==> src/rtl/shift_rows_pipe.sv <==
// Registered ShiftRows / InvShiftRows stage for Rijndael states of 4, 6 or 8 columns.
// The shift is applied on the input side, and a 2-entry skid buffer keeps in_ready registered.
module shift_rows_pipe #(
   parameter int NB = 4,
   parameter int W  = 32 * NB
) (
   input  logic         clk,
   input  logic         rst,
   input  logic         in_valid,
   output logic         in_ready,
   input  logic [W-1:0] in_data,
   input  logic         in_inv,
   output logic         out_valid,
   input  logic         out_ready,
   output logic [W-1:0] out_data
);

   if (!(NB == 4 || NB == 6 || NB == 8)) begin : g_bad_nb
      $error("shift_rows_pipe: NB must be 4, 6 or 8");
   end

   if (W != 32 * NB) begin : g_bad_w
      $error("shift_rows_pipe: W must equal 32*NB");
   end

   logic [W-1:0] shifted;
   logic [W-1:0] main_q;
   logic [W-1:0] skid_q;
   logic         main_v;
   logic         skid_v;
   logic         accept;
   logic         pop;

   // Byte (r,c) sits at bit W-1-8*(4c+r); both source columns are elaboration constants.
   for (genvar r = 0; r < 4; r++) begin : g_row
      for (genvar c = 0; c < NB; c++) begin : g_col
         localparam int SH  = (NB == 8 && r >= 2) ? r + 1 : r;
         localparam int FWD = (c + SH) % NB;
         localparam int INV = (c + NB - SH) % NB;
         assign shifted[W-1-8*(4*c+r) -: 8] = in_inv ? in_data[W-1-8*(4*INV+r) -: 8]
                                                     : in_data[W-1-8*(4*FWD+r) -: 8];
      end
   end

   assign in_ready  = ~skid_v & ~rst;
   assign accept    = in_valid & in_ready;
   assign pop       = main_v & out_ready;
   assign out_valid = main_v;
   assign out_data  = main_q;

   // The skid entry is always older than any new input, so it refills main first.
   always_ff @(posedge clk) begin
      if (rst) begin
         main_v <= 1'b0;
         skid_v <= 1'b0;
         main_q <= '0;
         skid_q <= '0;
      end else if (!main_v || pop) begin
         if (skid_v) begin
            main_q <= skid_q;
            main_v <= 1'b1;
            if (accept) begin
               skid_q <= shifted;
               skid_v <= 1'b1;
            end else begin
               skid_v <= 1'b0;
            end
         end else if (accept) begin
            main_q <= shifted;
            main_v <= 1'b1;
            skid_v <= 1'b0;
         end else begin
            main_v <= 1'b0;
            skid_v <= 1'b0;
         end
      end else if (accept) begin
         skid_q <= shifted;
         skid_v <= 1'b1;
      end
   end

endmodule

==> config.mk <==
export PLATFORM = sky130hd
export DESIGN_NAME = shift_rows_pipe
export DESIGN_NICKNAME = d
export VERILOG_FILES = /design/src/rtl/shift_rows_pipe.sv
export SDC_FILE = /design/constraint.sdc
export NUM_CORES = 1
export LEC_CHECK = 0
export BUFFER_PORTS_ARGS = -buffer_cell sky130_fd_sc_hd__buf_2
export CAP_MARGIN = 20
export CORE_MARGIN = 3
export CORE_UTILIZATION = 40
export DETAILED_ROUTE_END_ITERATION = 12
export GPL_TIMING_DRIVEN = 0
export PLACE_DENSITY = 0.67
export REMOVE_ABC_BUFFERS = 1
export SLEW_MARGIN = 20
export SYNTH_ARGS = -nofsm -noshare
export SYNTH_HDL_FRONTEND = slang
export SYNTH_SLANG_ARGS = --single-unit
==> constraint.sdc <==
create_clock -name clk -period 3.35 [get_ports clk]
set_clock_uncertainty 0.15 [all_clocks]
set_input_delay 0.1675 -clock clk [delete_from_list [all_inputs] [get_ports clk]]
set_output_delay 0.1675 -clock clk [all_outputs]
set_load 0.05 [all_outputs]
==> impl_metrics.env, run 1 <==
export IMPL_nets=1807
export IMPL_die_area_um2=31900
export IMPL_fill_cells=2517
export IMPL_cts_root_buffer="clkbuf_16"
export IMPL_gp_congestion=0.725
export IMPL_grt_max_degree=118
export IMPL_num_rows=62
export IMPL_worst_setup_path_end_kind="register"
export IMPL_regArea_um2=5170
export IMPL_synth_largest_area_cell="dfxtp_1"
export IMPL_clk_pin_slew_ps=60
export IMPL_grt_use_total_pct=23.5
export IMPL_finalHoldViolations=0
export IMPL_h_tree_depth=1
export IMPL_path_max_fanout=117
export IMPL_p_sw_share_pct=30.3
export IMPL_syn2layout_area_growth_pct=38.0
export IMPL_postCtsSetupBuffers=0
export IMPL_relSlewSlack_pct=30.4
export IMPL_drive_gt1_share_pct=30.1
export IMPL_yosysUniqueCellTypes=26
export IMPL_wl_per_cell_um=18.7
export IMPL_drc=0
export IMPL_synth_most_common_cell="dfxtp_1"
export IMPL_arrival_ps=3590
export IMPL_grt_pass1_vias=11900
export IMPL_share_seq_of_total_power_pct=41.2
export IMPL_grt_pass1_wl_um=62000
export IMPL_via_per_inst=5.57
export IMPL_synth_area_um2=11900
export IMPL_worstMarginPinSlew_ps=1040
export IMPL_power_frac_comb_pct=20.4
export IMPL_synthCells=1317
export IMPL_p_int_w=0.00561
export IMPL_synth_area_leaders="dfxtp_1 (43%), mux2_2 (11%), a211oi_1 (8.8%)"
export IMPL_grt_antenna_before_repair=1
export IMPL_fin_crit_ps=3260
export IMPL_p_total_w=0.00806
export IMPL_synth_mux_area_share_pct=16.4
export IMPL_grt_remaining_overflow=0
export IMPL_ys_seq_elements=258
export IMPL_drtIter0Drc=830
export IMPL_clk_insertion_delay_late_ps=550
export IMPL_start_util_pct=41.0
export IMPL_rsz0062_at_grt="no"
export IMPL_max_cap_violations=0
export IMPL_synth_edf_count=0
export IMPL_hold_class="in2reg"
export IMPL_synth_compound_area_share_pct=21.2
export IMPL_port_buffers=262
export IMPL_ys_top_cells_by_count="dfxtp_1 (258), a211oi_1 (139), a21oi_1 (129)"
export IMPL_clock_path_buffers=3
export IMPL_synth_flop_cell="dfxtp_1"
export IMPL_avgSynthCellArea_um2=9.04
export IMPL_finalCritPeriodShare_pct=97.4
export IMPL_power_density_nw_per_um2=490
export IMPL_final_core_util_pct=56.6
export IMPL_worstSetupPathType="in2reg"
export IMPL_vdd_ir_drop_max_mv=0.498
export IMPL_cts_buffers=29
export IMPL_slew_violations=0
export IMPL_synth_top_family_by_area="compound AO/OA/AOI/OAI gates"
export IMPL_cts_tree="built"
export IMPL_die_x_um=179
export IMPL_p_clk_share_pct=38.4
export IMPL_num_io_pins=263
export IMPL_yosys_area_share_xor_xnor_pct=0
export IMPL_async_flop_share_pct=0
export IMPL_ys_seq_area_share_pct=43.4
export IMPL_synth_top_cell_area_share_pct=43.4
export IMPL_routed_wl_um=38900
export IMPL_outcome="completed"
export IMPL_leakage_nw=6.81
export IMPL_synth_adder_area_share_pct=0
export IMPL_cts_sinks=258
export IMPL_ant_nets=0
export IMPL_start_kind="primary input"
export IMPL_required_ps=3680
export IMPL_synth_simple_area_share_pct=11.5
export IMPL_die_h_um=179
export IMPL_dp_hpwl_um=21600
export IMPL_max_freq_ghz=0.306
export IMPL_synth_warnings=0
export IMPL_via_count=11600
export IMPL_drtPass1Iterations=5
export IMPL_coreArea_um2=29000
export IMPL_multi_input_area_um2=5900
export IMPL_setup_viol=0
export IMPL_power_switching_w=0.00244
## layer usage
metal  GRT usage, %  part of all wire (%)  routed length, µm  vias up
li1               -                     -                  -     5518
met3           4.96                   7.9               3080       79
met5              0                     0                  0        -
met4           6.72                   2.5                953        0
met1           29.5                    42              16500     5536
met2           40.5                    47              18300      468
## power by group through the flow
stage | clock network [W] | registers [W] | logic (W)
after detailed placement | 0 | 0.00338 | 0.00145
after floorplan | 0 | 0.00382 | 0.000474
after global placement | 0 | 0.00338 | 0.00138
after CTS | 0.00316 | 0.00331 | 0.00163
after global routing | 0.00329 | 0.00333 | 0.00175
final | 0.00310 | 0.00332 | 0.00164
## final timing paths
| check | slack [ps] | to | start | depth (start not counted) |
|---|---|---|---|---|
| setup reg to reg | 290 | skid_q[45]$_SDFFE_PP0P_ | skid_v$_SDFFE_PP0P_ | 8 |
| hold / removal | 50 | skid_q[43]$_SDFFE_PP0P_ | in_valid | 3 |
| hold reg to reg | 300 | out_data[56]$_SDFFE_PP0P_ | out_data[56]$_SDFFE_PP0P_ | 2 |
| setup / recovery | 90 | skid_q[45]$_SDFFE_PP0P_ | rst | 11 |
## cells in the final DEF, fill, tap and decap left out, drive strengths merged
master,Yosys,routed
nand3,64,64
mux2i,64,64
a21oi,130,130
clkinv,0,13
o211ai,1,1
nor2,3,3
dfxtp,258,258
nand2b,2,2
nor2b,12,12
mux2,117,117
a211oi,139,139
inv,67,67
o21ai,64,64
nand2,64,64
a21o,12,12
nor3,107,107
diode,0,1
clkbuf,95,40
buf,52,302
dlygate4sd3,0,171
or4b,1,1
o22ai,64,64
nor4b,1,1
## sequential cells by signal, summed over array words and instances, names as in the netlist
| signal | cells |
|---|---|
| skid_v | 1 |
| skid_q | 128 |
| out_valid | 1 |
| out_data | 128 |
## final cells by class
cell class / count / share of cell area (%)
well taps: 384 / 2.92
inverters: 67 / 1.62
flip-flops and latches: 258 / 31.5
diodes: 1 / 0.0152
repair buffers: 473 / 22.4
multi-input cells: 845 / 35.9
clock inverters: 13 / 0.464
clock buffers: 40 / 5.22
## kinds of logic after synthesis
logic type / count (synthesis)
muxes: 181
DFF: 258
buffers and inverters: 214
AOI/OAI and AO/OA: 410
and+or+nand+nor: 254
## per-stage QoR
stage / setup WS [ps] / setup TNS (ps) / cell area [µm²] / instances / hold WS [ps]
floorplan: -8670 / -1508820 / 11300 / 1170 / 86.6
global placement: -18400 / -3438020 / 13100 / 1816 / 280
detailed placement: -95.7 / -294 / 13700 / 1854 / 289
CTS: 35.4 / 0 / 16400 / 2080 / 39.0
global route: 21.3 / 0 / 16400 / 2081 / 73.3
finish: 87.1 / 0 / 16400 / 2081 / 54.6
## critical path, stage by stage
cell	delay (ps)
dlygate4sd3_1	570
buf_8	170
buf_16	210
nor4b_4	520
buf_4	250
buf_2	220
buf_2	240
buf_2	240
nand3_1	110
a21oi_1	180
dlygate4sd3_1	560
## timing repair
action                                 4_1_cts  5_1_grt
resized for setup                            0        1
hold buffers                               173        0
endpoints found under the hold margin      255        0
setup endpoints to repair                    0       13
(Power assumes the default switching activity.)
==> run 2: changes to the inputs <==
--- a/config.mk
+++ b/config.mk
@@ -5,14 +5,14 @@
 export SDC_FILE = /design/constraint.sdc
 export NUM_CORES = 1
 export LEC_CHECK = 0
-export BUFFER_PORTS_ARGS = -buffer_cell sky130_fd_sc_hd__buf_2
 export CAP_MARGIN = 20
+export CORE_ASPECT_RATIO = 0.9
 export CORE_MARGIN = 3
 export CORE_UTILIZATION = 40
 export DETAILED_ROUTE_END_ITERATION = 12
+export DONT_BUFFER_PORTS = 1
 export GPL_TIMING_DRIVEN = 0
-export PLACE_DENSITY = 0.67
-export REMOVE_ABC_BUFFERS = 1
+export PLACE_DENSITY = 0.59
 export SLEW_MARGIN = 20
 export SYNTH_ARGS = -nofsm -noshare
 export SYNTH_HDL_FRONTEND = slang
==> impl_metrics.env, run 2 (synthesis results as in run 1) <==
export IMPL_outcome="completed"
export IMPL_drtPass1Iterations=5
export IMPL_syn2layout_area_growth_pct=25.5
export IMPL_gp_congestion=0.842
export IMPL_grtUsageMet3_pct=5.87
export IMPL_cts_root_buffer="clkbuf_16"
export IMPL_clk_insertion_delay_late_ps=550
export IMPL_cp_cell_sequence="nor2b_1 -> a21o_1 -> clkbuf_1 -> clkbuf_1 -> a211oi_1"
export IMPL_p_total_w=0.00787
export IMPL_rr_startpoint="out_valid$_SDFFE_PP0N_"
export IMPL_worst_setup_path_end_kind="register"
export IMPL_cts_buffers=29
export IMPL_routed_wl_um=40100
export IMPL_leakage_nw=5.50
export IMPL_dp_hpwl_um=27400
export IMPL_wl_per_cell_um=20.8
export IMPL_min_from="out_ready"
export IMPL_start_util_pct=40.9
export IMPL_top_usage_layer="met2"
export IMPL_clk_pin_slew_ps=60
export IMPL_finalHoldViolations=0
export IMPL_die_h_um=170
export IMPL_most_common_layout_cells="dfxtp_1 (258), dlygate4sd3_1 (161), a211oi_1 (139)"
export IMPL_path_max_fanout=10
export IMPL_start_kind="register"
export IMPL_fin_crit_ps=2630
export IMPL_drtIter0Drc=880
export IMPL_grt_max_degree=15
export IMPL_crit_top_cell="clkbuf_1"
export IMPL_h_tree_depth=1
export IMPL_cts_tree="built"
export IMPL_max_freq_ghz=0.381
export IMPL_finalCritPeriodShare_pct=78.4
export IMPL_max_cap_violations=0
export IMPL_p_sw_share_pct=30.3
export IMPL_crit_buf_inv=2
export IMPL_gr_usage_met2_pct=38.5
export IMPL_relSlewSlack_pct=36.6
export IMPL_drive_gt1_share_pct=15.8
export IMPL_grt_antenna_before_repair=2
export IMPL_power_frac_comb_pct=12.1
export IMPL_vdd_ir_drop_max_mv=0.406
export IMPL_p_int_w=0.00549
export IMPL_cpPeakStageDelay_ps=740
export IMPL_regArea_um2=5160
export IMPL_p_clk_share_pct=39.6
export IMPL_grt_pass1_wl_um=62500
export IMPL_postPlaceCellArea_um2=12400
export IMPL_fill_cells=2746
export IMPL_coreArea_um2=29100
export IMPL_multi_input_area_um2=5840
export IMPL_cpMaxStageDelayCell="dfxtp_1"
export IMPL_num_rows=59
export IMPL_crit_family="buffers and inverters"
export IMPL_drc=0
export IMPL_setup_viol=0
export IMPL_share_seq_of_total_power_pct=48.3
export IMPL_syn_num_nets=1450
export IMPL_grt_pass1_vias=10900
export IMPL_setup_tns_ps=0
export IMPL_port_buffers=0
export IMPL_nets=1642
export IMPL_slew_violations=0
export IMPL_required_ps=3610
export IMPL_rsz0062_at_grt="no"
export IMPL_fin_area_um2=14900
export IMPL_power_switching_w=0.00238
export IMPL_crit_start="out_valid$_SDFFE_PP0N_"
export IMPL_layout_cells_non_filler=1928
export IMPL_hold_class="in2reg"
export IMPL_power_density_nw_per_um2=527
export IMPL_ant_nets=0
export IMPL_via_count=11000
export IMPL_worstMarginPinSlew_ps=947
export IMPL_num_io_pins=263
export IMPL_worstSetupPathType="reg2reg"
export IMPL_grt_remaining_overflow=0
export IMPL_met1_usage_pct=32.8
export IMPL_numPlacedInstances=1713
export IMPL_arrival_ps=2880
export IMPL_cts_sinks=258
export IMPL_whs_ps=60.5
export IMPL_die_area_um2=31900
export IMPL_grt_use_total_pct=24.3
export IMPL_die_x_um=188
export IMPL_final_common_cell="dfxtp_1"
export IMPL_via_per_inst=5.68
export IMPL_postCtsSetupBuffers=0
export IMPL_clock_path_buffers=3
## run 2: final timing paths
check	slack, ps	endpoint	cells past startpoint
worst max-delay path	720	out_data[44]$_SDFFE_PP0P_	5
worst min-delay path	60	out_data[101]$_SDFFE_PP0P_	3
worst max register to register	720	out_data[44]$_SDFFE_PP0P_	5
worst min register to register	320	skid_q[92]$_SDFFE_PP0P_	2
## run 2: repair_timing
| action | in CTS | in global routing |
|---|---|---|
| setup endpoints to repair | 0 | 0 |
| hold buffers | 161 | 0 |
| endpoints found under the hold margin | 258 | 0 |
| gates resized for setup | 0 | 0 |
## run 2: through the flow
step                      utilization (%)  setup WS [ps]
after floorplan                         -           1380
after detailed placement             42.6            727
after CTS                            51.4            716
after global placement               42.6            727
after global routing                 51.4            588
final                                51.4            724
## run 2: worst reg2reg max path, cell delays in order (launching register included)
cell	delay, ps
dfxtp_1	740
nor2b_1	320
a21o_1	110
clkbuf_1	570
clkbuf_1	440
a211oi_1	160
## run 2: area by class of cell
type / count / area share (%)
multi-input cells: 845 / 39.1
inverters: 67 / 1.68
flip-flops and latches: 258 / 34.6
well taps: 396 / 3.31
diodes: 3 / 0.0502
clock buffers: 44 / 5.77
repair buffers: 161 / 10.8
plain buffers: 147 / 4.33
clock inverters: 7 / 0.427
## run 2: power by group through the flow
stage	Sequential (W)	Clock, W	Combinational, W
3_5_place_dp	0.00387	0	0.000759
3_3_place_gp	0.00387	0	0.000752
4_1_cts	0.00380	0.00318	0.000945
5_1_grt	0.00382	0.00329	0.00104
2_1_floorplan	0.00382	0	0.000565
6_report	0.00380	0.00312	0.000956
## run 2: metal layers
metal	part of all wire, %	wire [µm]
met5	0	0
met2	45	18100
met3	7.7	3090
met4	3.6	1430
met1	44	17500
